`src/rtl/glb_arb_pkg.sv`:
```
// Shared types for the GLB port arbiter: requester ids, FSM states and read-return tags.
package glb_arb_pkg;

    localparam int GLB_NUM_REQ = 4;
    localparam int GLB_ID_W    = $clog2(GLB_NUM_REQ);

    typedef enum logic [GLB_ID_W-1:0] {
        REQ_WEIGHT = 2'd0,
        REQ_IFMAP  = 2'd1,
        REQ_IPSUM  = 2'd2,
        REQ_OPSUM  = 2'd3
    } req_id_e;

    typedef enum logic {
        IDLE,
        BURST
    } arb_state_e;

    typedef struct packed {
        logic                vld;
        logic [GLB_ID_W-1:0] id;
    } rd_tag_t;

endpackage

```
`src/rtl/glb_port_arbiter_rr_arbiter.sv`:
```
// Combinational winner pick for the GLB arbiter; round-robin from ptr by default,
// fixed priority weight>ipsum>ifmap>opsum when GLB_ARB_FIXED_PRIO_EN is defined.
import glb_arb_pkg::*;

module rr_arbiter #(
    parameter int NUM_REQ = GLB_NUM_REQ
) (
    input  logic [NUM_REQ-1:0]  req,
    input  logic [GLB_ID_W-1:0] ptr,
    output logic [GLB_ID_W-1:0] winner,
    output logic                any
);

    always_comb begin
        winner = '0;
        any    = |req;
`ifdef GLB_ARB_FIXED_PRIO_EN
        if (req[REQ_WEIGHT])
            winner = REQ_WEIGHT;
        else if (req[REQ_IPSUM])
            winner = REQ_IPSUM;
        else if (req[REQ_IFMAP])
            winner = REQ_IFMAP;
        else if (req[REQ_OPSUM])
            winner = REQ_OPSUM;
`else
        // Walk from the farthest offset back to ptr so the closest requester wins last.
        for (int i = NUM_REQ - 1; i >= 0; i--) begin
            if (req[(int'(ptr) + i) % NUM_REQ])
                winner = GLB_ID_W'((int'(ptr) + i) % NUM_REQ);
        end
`endif
    end

endmodule

```
`src/rtl/glb_port_arbiter.sv`:
```
// Shares the single GLB SRAM port between the loaders, one burst per grant, and
// routes read data back by tag. Optional macro: GLB_ARB_FIXED_PRIO_EN.
import glb_arb_pkg::*;

module glb_port_arbiter #(
    parameter int NUM_REQ   = GLB_NUM_REQ,
    parameter int ADDR_W    = 32,
    parameter int DATA_W    = 32,
    parameter int RD_LAT    = 2,
    parameter int MAX_BURST = 16
) (
    input  logic                          clk,
    input  logic                          rst_n,
    input  logic [NUM_REQ-1:0]            req_valid,
    input  logic [NUM_REQ-1:0]            req_last,
    input  logic [NUM_REQ-1:0][3:0]       req_web,
    input  logic [NUM_REQ-1:0][ADDR_W-1:0] req_addr,
    input  logic [NUM_REQ-1:0][DATA_W-1:0] req_wdata,
    output logic [NUM_REQ-1:0]            req_ready,
    output logic [NUM_REQ-1:0]            rsp_valid,
    output logic [DATA_W-1:0]             rsp_data,
    output logic                          glb_ce,
    output logic [3:0]                    glb_web,
    output logic [ADDR_W-1:0]             glb_addr,
    output logic [DATA_W-1:0]             glb_wdata,
    input  logic [DATA_W-1:0]             glb_rdata
);

    localparam int CNT_W = (MAX_BURST > 1) ? $clog2(MAX_BURST) : 1;

    arb_state_e          state_q, state_d;
    logic [GLB_ID_W-1:0] gnt_id_q, gnt_id_d;
    logic [GLB_ID_W-1:0] rr_ptr_q, rr_ptr_d;
    logic [CNT_W-1:0]    beat_cnt_q, beat_cnt_d;
    logic [GLB_ID_W-1:0] winner;
    logic                any_req;
    logic                beat;
    logic                rd_beat;
    rd_tag_t             tag_pipe_q [RD_LAT];

    rr_arbiter #(
        .NUM_REQ (NUM_REQ)
    ) u_rr_arbiter (
        .req    (req_valid),
        .ptr    (rr_ptr_q),
        .winner (winner),
        .any    (any_req)
    );

    always_ff @(posedge clk or negedge rst_n) begin
        if (!rst_n) begin
            state_q    <= IDLE;
            gnt_id_q   <= '0;
            rr_ptr_q   <= '0;
            beat_cnt_q <= '0;
        end else begin
            state_q    <= state_d;
            gnt_id_q   <= gnt_id_d;
            rr_ptr_q   <= rr_ptr_d;
            beat_cnt_q <= beat_cnt_d;
        end
    end

    // A burst ends on last, on the beat cap, or as soon as the owner drops valid.
    always_comb begin
        state_d    = state_q;
        gnt_id_d   = gnt_id_q;
        rr_ptr_d   = rr_ptr_q;
        beat_cnt_d = beat_cnt_q;
        req_ready  = '0;
        beat       = 1'b0;
        case (state_q)
            IDLE: begin
                if (any_req) begin
                    state_d    = BURST;
                    gnt_id_d   = winner;
                    beat_cnt_d = '0;
                    rr_ptr_d   = (winner == GLB_ID_W'(NUM_REQ - 1)) ? '0 : winner + 1'b1;
                end
            end
            BURST: begin
                req_ready[gnt_id_q] = 1'b1;
                beat                = req_valid[gnt_id_q];
                if (!req_valid[gnt_id_q] || req_last[gnt_id_q] ||
                    beat_cnt_q == CNT_W'(MAX_BURST - 1))
                    state_d = IDLE;
                else
                    beat_cnt_d = beat_cnt_q + 1'b1;
            end
            default: state_d = IDLE;
        endcase
    end

    always_comb begin
        glb_ce    = beat;
        glb_web   = beat ? req_web[gnt_id_q]   : '0;
        glb_addr  = beat ? req_addr[gnt_id_q]  : '0;
        glb_wdata = beat ? req_wdata[gnt_id_q] : '0;
        rd_beat   = beat && (req_web[gnt_id_q] == 4'h0);
    end

    // Tag pipe mirrors the GLB read latency so data returns to whoever issued it.
    always_ff @(posedge clk or negedge rst_n) begin
        if (!rst_n) begin
            for (int i = 0; i < RD_LAT; i++)
                tag_pipe_q[i] <= '0;
        end else begin
            tag_pipe_q[0] <= '{vld: rd_beat, id: gnt_id_q};
            for (int i = 1; i < RD_LAT; i++)
                tag_pipe_q[i] <= tag_pipe_q[i-1];
        end
    end

    always_comb begin
        rsp_valid = '0;
        rsp_data  = '0;
        if (tag_pipe_q[RD_LAT-1].vld) begin
            rsp_valid[tag_pipe_q[RD_LAT-1].id] = 1'b1;
            rsp_data                           = glb_rdata;
        end
    end

endmodule

```
`config.mk`:
```
export PLATFORM = sky130hd
export DESIGN_NAME = glb_port_arbiter
export DESIGN_NICKNAME = d
export VERILOG_FILES = /design/src/rtl/glb_arb_pkg.sv /design/src/rtl/glb_port_arbiter_rr_arbiter.sv /design/src/rtl/glb_port_arbiter.sv
export SDC_FILE = /design/constraint.sdc
export NUM_CORES = 1
export LEC_CHECK = 0
export ABC_AREA = 1
export ABC_CLOCK_PERIOD_IN_PS = 1800
export BUFFER_PORTS_ARGS = -buffer_cell sky130_fd_sc_hd__buf_2
export CAP_MARGIN = 20
export CORE_AREA = 4 4 163 165
export CTS_BUF_LIST = sky130_fd_sc_hd__clkbuf_8
export DETAILED_ROUTE_END_ITERATION = 10
export DIE_AREA = 0 0 167 169
export HOLD_SLACK_MARGIN = 0.03
export PLACE_DENSITY = 0.42
export SLEW_MARGIN = 30
export SYNTH_ARGS = -nofsm -noshare
export SYNTH_HDL_FRONTEND = slang
export SYNTH_SLANG_ARGS = --single-unit
```
`constraint.sdc`:
```
create_clock -name clk -period 1.8 [get_ports clk]
set_clock_uncertainty 0.2 [all_clocks]
set_input_delay 0.36 -clock clk [delete_from_list [all_inputs] [get_ports clk]]
set_output_delay 0.36 -clock clk [all_outputs]
set_load 0.02 [all_outputs]
```
# Word-level counts from Yosys, hierarchy flattened
# Cells that the tools add are included.
# totals
register_bits,15
inputBits,314
output_inout_bits,109
word_cells,85
# op_classes
add_sub_neg,5
n_lt_le_gt_ge,8
eq_ne,4
n_mux,43
bitwise,4
n_reduce_logical,13
# ops
op,count
2-to-1 mux 32 bit,5
binary-select mux 32 bit (select 2 bit),2
2-to-1 mux 4 bit,6
2-to-1 mux 1 bit,14
binary-select mux 1 bit (select 2 bit),6
< comparator 3 x 4 -> 1 bit (second input constant),3
2-to-1 mux 2 bit,5
< comparator 2 x 3 -> 1 bit (second input constant),3
binary-select mux 4 bit (select 2 bit),1
case mux 4 bit (2 select lines),1
OR reduction 2 bit,3
adder 2 x 1 -> 2 bit (second input constant),2
adder 2 bit (second input constant),2
adder 4 x 1 -> 4 bit (second input constant),1
demux 1 bit (select 2 bit),2
== test 4 bit (second input constant),1
greater-or-equal comparator 2 x 1 -> 1 bit (second input constant),2
zero test 4 bit,1
inequality test 2 bit (second input constant),2
AND reduction 2 bit,2
OR reduction 4 bit,1
bitwise AND 1 bit (first input constant),3
logical AND 1 bit,3
== test 2 bit (second input constant),1
4 further kinds,5

# Logic depth before layout (Yosys ltp)
# Gate-level depths: netlist of the first run.
# depth
word_depth,12
ltp_mapped,12
ltp_nobuf,11

# By module
# Synthesis of the first run repeated with hierarchy kept, for this count alone.
# hier_totals
hier_cells,532
area_unflattened_um2,2931.6
# by_module_without_submodules
module,instances,cells_each,area_per_inst_um2,seq_area_each_um2
glb_port_arbiter,1,486,2742.6,375.4
rr_arbiter,1,46,188.9,0.0

# Least setup slack after synthesis of the first run
# No wires, ideal clock.
# synth_timing
kind,register -> output
start,register gnt_id_q[0]
end,output port glb_wdata[15]
arrival_ps,1738
t_required_ps,1240
path_slack_ps,-498
path_stages_with_launch,10
n_path_buf,2
path_cell_list,dfrtp_1 -> nor2_4 -> inv_2 -> o22ai_1 -> nor2_1 -> nor2_4 -> inv_2 -> buf_6 -> buf_6 -> a31oi_1
# synth_via
elab_chain_cells,4
word_cells_on_any_way,6
classes_between,6 x mux
# synth_lines
element,line_no,rtl
from (decl),glb_port_arbiter.sv:32,"logic [GLB_ID_W-1:0] gnt_id_q, gnt_id_d;"
from (signal assigned),glb_port_arbiter.sv:58,gnt_id_q <= gnt_id_d;
binary-select mux 1 bit (select 2 bit),glb_port_arbiter.sv:83,beat = req_valid[gnt_id_q];
2-to-1 mux 1 bit (implied by the code),glb_port_arbiter.sv:83,
2-to-1 mux 1 bit,glb_port_arbiter.sv:72,case (state_q)
named net glb_ce,glb_port_arbiter.sv:22,"output logic glb_ce,"
2-to-1 mux 32 bit,glb_port_arbiter.sv:98,glb_wdata = beat ? req_wdata[gnt_id_q] : '0;
to (decl),glb_port_arbiter.sv:25,"output logic [DATA_W-1:0] glb_wdata,"
# The timed path passes the listed nets, and every way through them passes these cells. The select of a mux whose other input is x is not followed.

# Worst setup path after layout of the first run
# layout_timing
start,register gnt_id_q[0]
end,output port glb_wdata[23]
# layout_via
elab_chain_cells,4
word_cells_on_any_way,6
classes_between,6 x mux
# layout_lines
element,line_no
binary-select mux 1 bit (select 2 bit),glb_port_arbiter.sv:83
2-to-1 mux 1 bit (implied by the code),glb_port_arbiter.sv:83
2-to-1 mux 1 bit,glb_port_arbiter.sv:72
2-to-1 mux 32 bit *,glb_port_arbiter.sv:98
# Mark *: on every way between the ends. The rest lies on a longest branch, timed or not. The select of a mux whose other input is x is not followed.

==> run summary, run 1 <==
final worst path period share: 1.35
number of enable-type register cells in the synthesized netlist: 0
Post-Layout Cell Count: 1306
worst slew margin relative to its limit: 0.732
top-level port count: 423
final-report max-slew violation count: 0
share of post-route cells with drive strength above 1: 0.651
most frequent cell after synthesis: sky130_fd_sc_hd__nand2_1
Synth warnings: 0
total DRC errors in the routed layout: 0
GR Layer Usage met1: 0.163
number of levels in the clock H-tree: 1
number of antenna-violating nets in the routed design: 0
cell taking the most area after synthesis: sky130_fd_sc_hd__nand2_1
count of maximum capacitance violations: 0
count of endpoints failing setup in the final report: 77
Gate Count Post-Synth: 517
arrival time reported for the critical path endpoint: 1.87 ns
clk root buf: sky130_fd_sc_hd__clkbuf_8
Die W: 167 um
cell count after placement: 1274
flops & latches, synth: 15
smallest setup slack after layout: -0.629 ns
global route overflow: 0
element type at the critical path start: flip-flop
leakage power figure: 3.79 nW
crit path max fanout: 7
maximum number of pins on one net before global-route repair: 38
TritonCTS clock tree: done
detailed router's first-iteration violation count: 179
required time of the critical path: 1.24 ns
cell area after layout: 0.00756 sq mm
Total Nets Final: 1291
Net Count, Synth: 832
Pwr per Cell Area: 1500 mW/mm^2
most numerous cell types in the synthesized netlist: 221 x sky130_fd_sc_hd__nand2_1, 64 x sky130_fd_sc_hd__a22oi_1, 55 x sky130_fd_sc_hd__inv_1
sequential-to-total area share from yosys stat: 0.130
result of the run: finished, violations left
fraction of post-synthesis cell area in the top cell type by area: 0.288
path type of the worst setup path: reg2out
Total Die Area: 0.0282 sq mm
global-route wire length before repair: 32.1 mm
GRT Util Overall: 0.144
setup repair after global routing missed its margin: true
Peak Freq: 412 MHz
cell area after placement: 0.00622 sq mm
clock insertion delay at the later pin of the skew report: 0.25 ns
number of iterations in the first detailed-routing pass: 4
number of antenna violations at the first check in global routing: 1
number of core rows: 58
Synth cell types: 27
vias per std cell: 4.24
HP Class: reg2reg
netlist area before placement: 0.00288 sq mm
FFs w/ async S/R, synth: 1.00
final routed wire length divided by cell count: 17.6 um
number of input and output port buffers inserted: 422
GRT busiest layer: met2
Placeable Area: 0.0250 sq mm
area growth from synthesis to layout: 163%
post-route minimum period: 2.43 ns
detailed-route via count: 5535
count of clock tree sinks: 15
transition at the pin with the smallest max-transition slack: 0.402 ns
effective utilization at floorplan: 0.115
final hold violation count: 0
top flip-flop cell by instance count after synthesis: sky130_fd_sc_hd__dfrtp_1
Clock Pin Slew Worst Setup and Hold Paths: 0.07 ns
met3 track demand over resource: 0.0266
die height: 169 um
peak supply drop: 0.558 mV
via count of the first global-routing pass: 5653
detailed placer's ending HPWL: 17.2 mm
kind of end point of the critical path: primary output
number of CTS-inserted buffers: 3
top cells by area in the synthesized netlist: sky130_fd_sc_hd__nand2_1 29%, sky130_fd_sc_hd__a22oi_1 17%, sky130_fd_sc_hd__dfrtp_1 13%
Post-Route WL: 22.9 mm
Final TNS setup: -41.26 ns
Max Root-Sink Buffers: 2
Avg Cell Area, Syn: 5.57 sq um
met2 layer usage reported by global route: 0.280
final estimated routing congestion in global placement: 0.932
violations in the final reports: setup timing
[logic make-up (layout without fill, tap and decap cells)]
group,count (synthesis),after routing,synth area share
xor gates and xnor gates,1,1,0.00304
and+or+nand+nor,258,258,0.354
AOI/OAI and AO/OA,144,144,0.362
adders and majority gates,1,1,0.00435
DFF,15,15,0.130
buffers and inverters,98,556,0.146
other,0,1,0
[cell usage in the layout (no fill, tap or decap), types with 2 or more instances in the layout]
master,n
sky130_fd_sc_hd__buf_2,316
sky130_fd_sc_hd__nor2_4,4
sky130_fd_sc_hd__o22ai_2,2
sky130_fd_sc_hd__a22oi_2,3
sky130_fd_sc_hd__nand2_1,192
sky130_fd_sc_hd__buf_6,61
sky130_fd_sc_hd__nor2_1,8
sky130_fd_sc_hd__nand4_1,2
sky130_fd_sc_hd__nand2_2,16
sky130_fd_sc_hd__o21ai_0,3
sky130_fd_sc_hd__dfrtp_1,12
sky130_fd_sc_hd__clkbuf_8,3
sky130_fd_sc_hd__nor2_2,2
sky130_fd_sc_hd__a31oi_4,30
sky130_fd_sc_hd__nor3_2,4
sky130_fd_sc_hd__inv_2,22
sky130_fd_sc_hd__nand2_4,15
sky130_fd_sc_hd__dfrtp_2,3
sky130_fd_sc_hd__buf_16,9
sky130_fd_sc_hd__inv_1,32
sky130_fd_sc_hd__a31oi_2,29
sky130_fd_sc_hd__a21oi_1,5
sky130_fd_sc_hd__buf_4,89
sky130_fd_sc_hd__buf_12,16
sky130_fd_sc_hd__nand3_1,13
sky130_fd_sc_hd__a31oi_1,5
sky130_fd_sc_hd__inv_8,2
sky130_fd_sc_hd__a22oi_1,61
[sequential cells by signal, indices dropped and copies added (netlist names)]
name and count:
beat_cnt_q 4, gnt_id_q 2, tag_pipe_q 6, rr_ptr_q 2
state_q 1
[path summary, 6_finish.rpt]
check	depth (start not counted)	to	slack, ns	from
setup / recovery	9	glb_wdata[23]	-0.63	gnt_id_q[0]$_DFFE_PN0P_
hold / removal	0	tag_pipe_q[2]$_DFF_PN0_	0.15	tag_pipe_q[5]$_DFF_PN0_
setup reg to reg	11	tag_pipe_q[5]$_DFF_PN0_	-0.14	gnt_id_q[1]$_DFFE_PN0P_
hold reg to reg	0	tag_pipe_q[2]$_DFF_PN0_	0.15	tag_pipe_q[5]$_DFF_PN0_
max in group asynchronous	2	tag_pipe_q[2]$_DFF_PN0_	0.77	rst_n
min in group asynchronous	2	beat_cnt_q[3]$_DFFE_PN0P_	0.35	rst_n
[through the flow]
stage           util  hold slack [ns]  total power [mW]  setup WS (ns)
5_1_grt        0.302            0.160              12.1         -0.738
6_report       0.302            0.149              11.3         -0.629
2_1_floorplan      -           -0.136              5.62         -0.377
3_3_place_gp   0.249           0.0960              8.74         -0.450
3_5_place_dp   0.249           0.0959              8.70         -0.425
4_1_cts        0.285            0.152              11.1         -0.629
[cell type report]
| class | instances | area, sq um |
|---|---|---|
| fillers | 2719 | 17500 |
| repair buffers | 494 | 3570 |
| multi-input cells | 404 | 2900 |
| well taps | 330 | 413 |
| flip-flops and latches | 15 | 379 |
| inverters | 58 | 248 |
| clock buffers | 3 | 41.3 |
| clock inverters | 1 | 5.00 |
| diodes | 1 | 2.50 |
[where the power goes]
part	leakage (nW)	switching, mW	internal, mW
Clock	0.0255	0.127	0.153
Sequential	0.185	0.147	0.481
Combinational	3.58	5.77	4.64
[worst max-delay path, stage by stage, from the launching register on]
cell and delay [ns]:
sky130_fd_sc_hd__dfrtp_2 0.47, sky130_fd_sc_hd__nor2_4 0.16, sky130_fd_sc_hd__inv_2 0.06, sky130_fd_sc_hd__o22ai_2 0.09, sky130_fd_sc_hd__nor2_2 0.07, sky130_fd_sc_hd__nor2_4 0.16
sky130_fd_sc_hd__inv_8 0.10, sky130_fd_sc_hd__buf_4 0.20, sky130_fd_sc_hd__a31oi_4 0.14, sky130_fd_sc_hd__buf_4 0.17
[what timing repair did]
item / CTS / global route
endpoints found under the hold margin: 15 / 0
pin swaps: 6 / 9
hold buffers: 1 / 0
buffers inserted: 11 / 5
setup endpoints to repair: 80 / 113
resized for setup: 153 / 127
cloned: 9 / 1
[routing by layer]
metal	routed length (um)	vias to the layer above
met5	0	-
met4	475	0
met3	1740	31
met2	12100	308
met1	8640	2508
li1	-	2688
Power figures use the tool's default switching activity.
==> run 2, diff against run 1 <==
SETUP_SLACK_MARGIN = 0.3   (was not set)
==> run 2 against run 1 <==
Wire length increased by 0.10%. Core utilization increased by 2.4 points. Via count increased by 1.0%. The flow still finishes with violations (setup timing). Critical path type unchanged. Non-clock buffer count increased by 16. Sequential share of layout area decreased by 0.34 points. Largest power group unchanged. Cell count increased by 1.1%. Sequential cell count unchanged. Sequential power increased by 8.3%.
==> run summary, run 2 (synthesis results as in run 1) <==
die height: 169 um
GRT Util Overall: 0.147
clk root buf: sky130_fd_sc_hd__clkbuf_8
Worst Min Path Start: tag_pipe_q[5]$_DFF_PN0_
Placeable Area: 0.0250 sq mm
kind of end point of the critical path: primary output
final worst path period share: 1.36
transition at the pin with the smallest max-transition slack: 0.373 ns
result of the run: finished, violations left
Final TNS setup: -42.56 ns
arrival time reported for the critical path endpoint: 1.89 ns
violations in the final reports: setup timing
HP Class: reg2reg
number of core rows: 58
Min-Delay Path Depth: 0
sink of the worst hold path: tag_pipe_q[2]$_DFF_PN0_
final hold violation count: 0
smallest setup slack after layout: -0.647 ns
Max Root-Sink Buffers: 2
effective utilization at floorplan: 0.115
area growth from synthesis to layout: 184%
share of post-route cells with drive strength above 1: 0.715
count of endpoints failing setup in the final report: 77
TritonCTS clock tree: done
worst slew margin relative to its limit: 0.751
leakage power figure: 4.03 nW
cell count of the worst reg-to-reg path: 9
global route overflow: 0
required time of the critical path: 1.24 ns
number of antenna-violating nets in the routed design: 0
number of levels in the clock H-tree: 1
number of iterations in the first detailed-routing pass: 4
via count of the first global-routing pass: 5865
number of input and output port buffers inserted: 422
setup repair after global routing missed its margin: true
antenna diode instance count: 0
most common cell after layout, fill and taps aside: sky130_fd_sc_hd__buf_2
top-level port count: 423
peak supply drop: 0.664 mV
path type of the worst setup path: reg2out
max reg flops: 6
most frequent cells in the layout: 314 x sky130_fd_sc_hd__buf_2, 169 x sky130_fd_sc_hd__nand2_1, 92 x sky130_fd_sc_hd__buf_4, 73 x sky130_fd_sc_hd__buf_6, 58 x sky130_fd_sc_hd__a22oi_1
global-route wire length before repair: 33.2 mm
vias per std cell: 4.23
detailed-route via count: 5592
post-route minimum period: 2.45 ns
final-report max-slew violation count: 0
count of clock tree sinks: 15
final hold slack: 0.157 ns
total DRC errors in the routed layout: 0
Pwr per Cell Area: 1510 mW/mm^2
Post-Route WL: 23.0 mm
count of maximum capacitance violations: 0
minimum setup slack among reg-to-reg paths: -0.12 ns
Clock Pin Slew Worst Setup and Hold Paths: 0.07 ns
Most flops, register: tag_pipe_q
element type at the critical path start: flip-flop
Peak Freq: 409 MHz
detailed placer's ending HPWL: 17.5 mm
Total Nets Final: 1307
maximum number of pins on one net before global-route repair: 47
registers with the most flip-flops: tag_pipe_q (6), beat_cnt_q (4)
final routed wire length divided by cell count: 17.4 um
clock insertion delay at the later pin of the skew report: 0.25 ns
number of antenna violations at the first check in global routing: 2
number of CTS-inserted buffers: 3
reg-to-reg endpoint: tag_pipe_q[5]$_DFF_PN0_
crit path max fanout: 7
detailed router's first-iteration violation count: 198
Total Die Area: 0.0282 sq mm
Die W: 167 um
final estimated routing congestion in global placement: 0.850
worst r2r src: gnt_id_q[0]$_DFFE_PN0P_
run 2: area by class of cell:
type,instances,area [sq um]
fillers,2608,16900
well taps,330,413
inverters,58,262
multi-input cells,404,3330
clock buffers,3,41.3
repair buffers,510,3730
flip-flops and latches,15,382
clock inverters,1,5.00
run 2: worst max-delay path by stage:
stage | from | endpoint | slack, ns | cells past startpoint
floorplan | gnt_id_q[1]$_DFFE_PN0P_ | glb_wdata[10] | -0.38 | 9
global placement | gnt_id_q[1]$_DFFE_PN0P_ | glb_wdata[11] | -0.46 | 9
detailed placement | gnt_id_q[1]$_DFFE_PN0P_ | glb_wdata[11] | -0.47 | 9
CTS | gnt_id_q[1]$_DFFE_PN0P_ | glb_addr[2] | -0.66 | 10
global route | gnt_id_q[0]$_DFFE_PN0P_ | glb_wdata[2] | -0.76 | 10
finish | gnt_id_q[1]$_DFFE_PN0P_ | glb_wdata[2] | -0.65 | 10
run 2: stage by stage:
stage	setup WS [ns]	instances	util	total power [mW]	area, sq um
after floorplan	-0.377	517	-	5.68	3450
after global placement	-0.465	1287	0.255	9.09	6380
after detailed placement	-0.470	1287	0.255	9.09	6380
after CTS	-0.658	1315	0.311	11.8	7790
after global routing	-0.755	1321	0.326	13.1	8160
final	-0.647	1321	0.326	12.3	8160
run 2: report_power, final:
group          total [mW]  switching, mW  internal (mW)  leakage (nW)
sequential          0.680          0.194          0.486         0.182
combinational        11.3           6.21           5.12          3.82
clock               0.285          0.132          0.154        0.0255
total                12.3           6.53           5.76          4.03
run 2: critical path: stages (launching register included):
cell                      delay, ns
sky130_fd_sc_hd__dfrtp_2       0.45
sky130_fd_sc_hd__inv_2         0.09
sky130_fd_sc_hd__nand2_4       0.06
sky130_fd_sc_hd__o22ai_2       0.15
sky130_fd_sc_hd__nor2_2        0.07
sky130_fd_sc_hd__nor2_4        0.13
sky130_fd_sc_hd__inv_4         0.08
sky130_fd_sc_hd__buf_12        0.15
sky130_fd_sc_hd__buf_12        0.15
sky130_fd_sc_hd__a31oi_2       0.13
sky130_fd_sc_hd__buf_4         0.16
run 2: timing repair:
action / in CTS / in global routing
setup endpoints to repair: 119 / 119
cloned: 6 / 2
pin swaps: 17 / 13
endpoints found under the hold margin: 15 / 0
resized for setup: 337 / 59
buffers inserted: 17 / 4
hold buffers: 1 / 0
run 2: metal layers:
metal / GRT usage / wire (um) / vias to the layer above / share of wire
li1: - / - / 2723 / -
met1: 0.171 / 8720 / 2533 / 0.38
met2: 0.280 / 12000 / 306 / 0.52
met3: 0.0294 / 1760 / 26 / 0.077
met4: 0.0281 / 412 / 4 / 0.018
met5: 0 / 27 / - / 0.0012
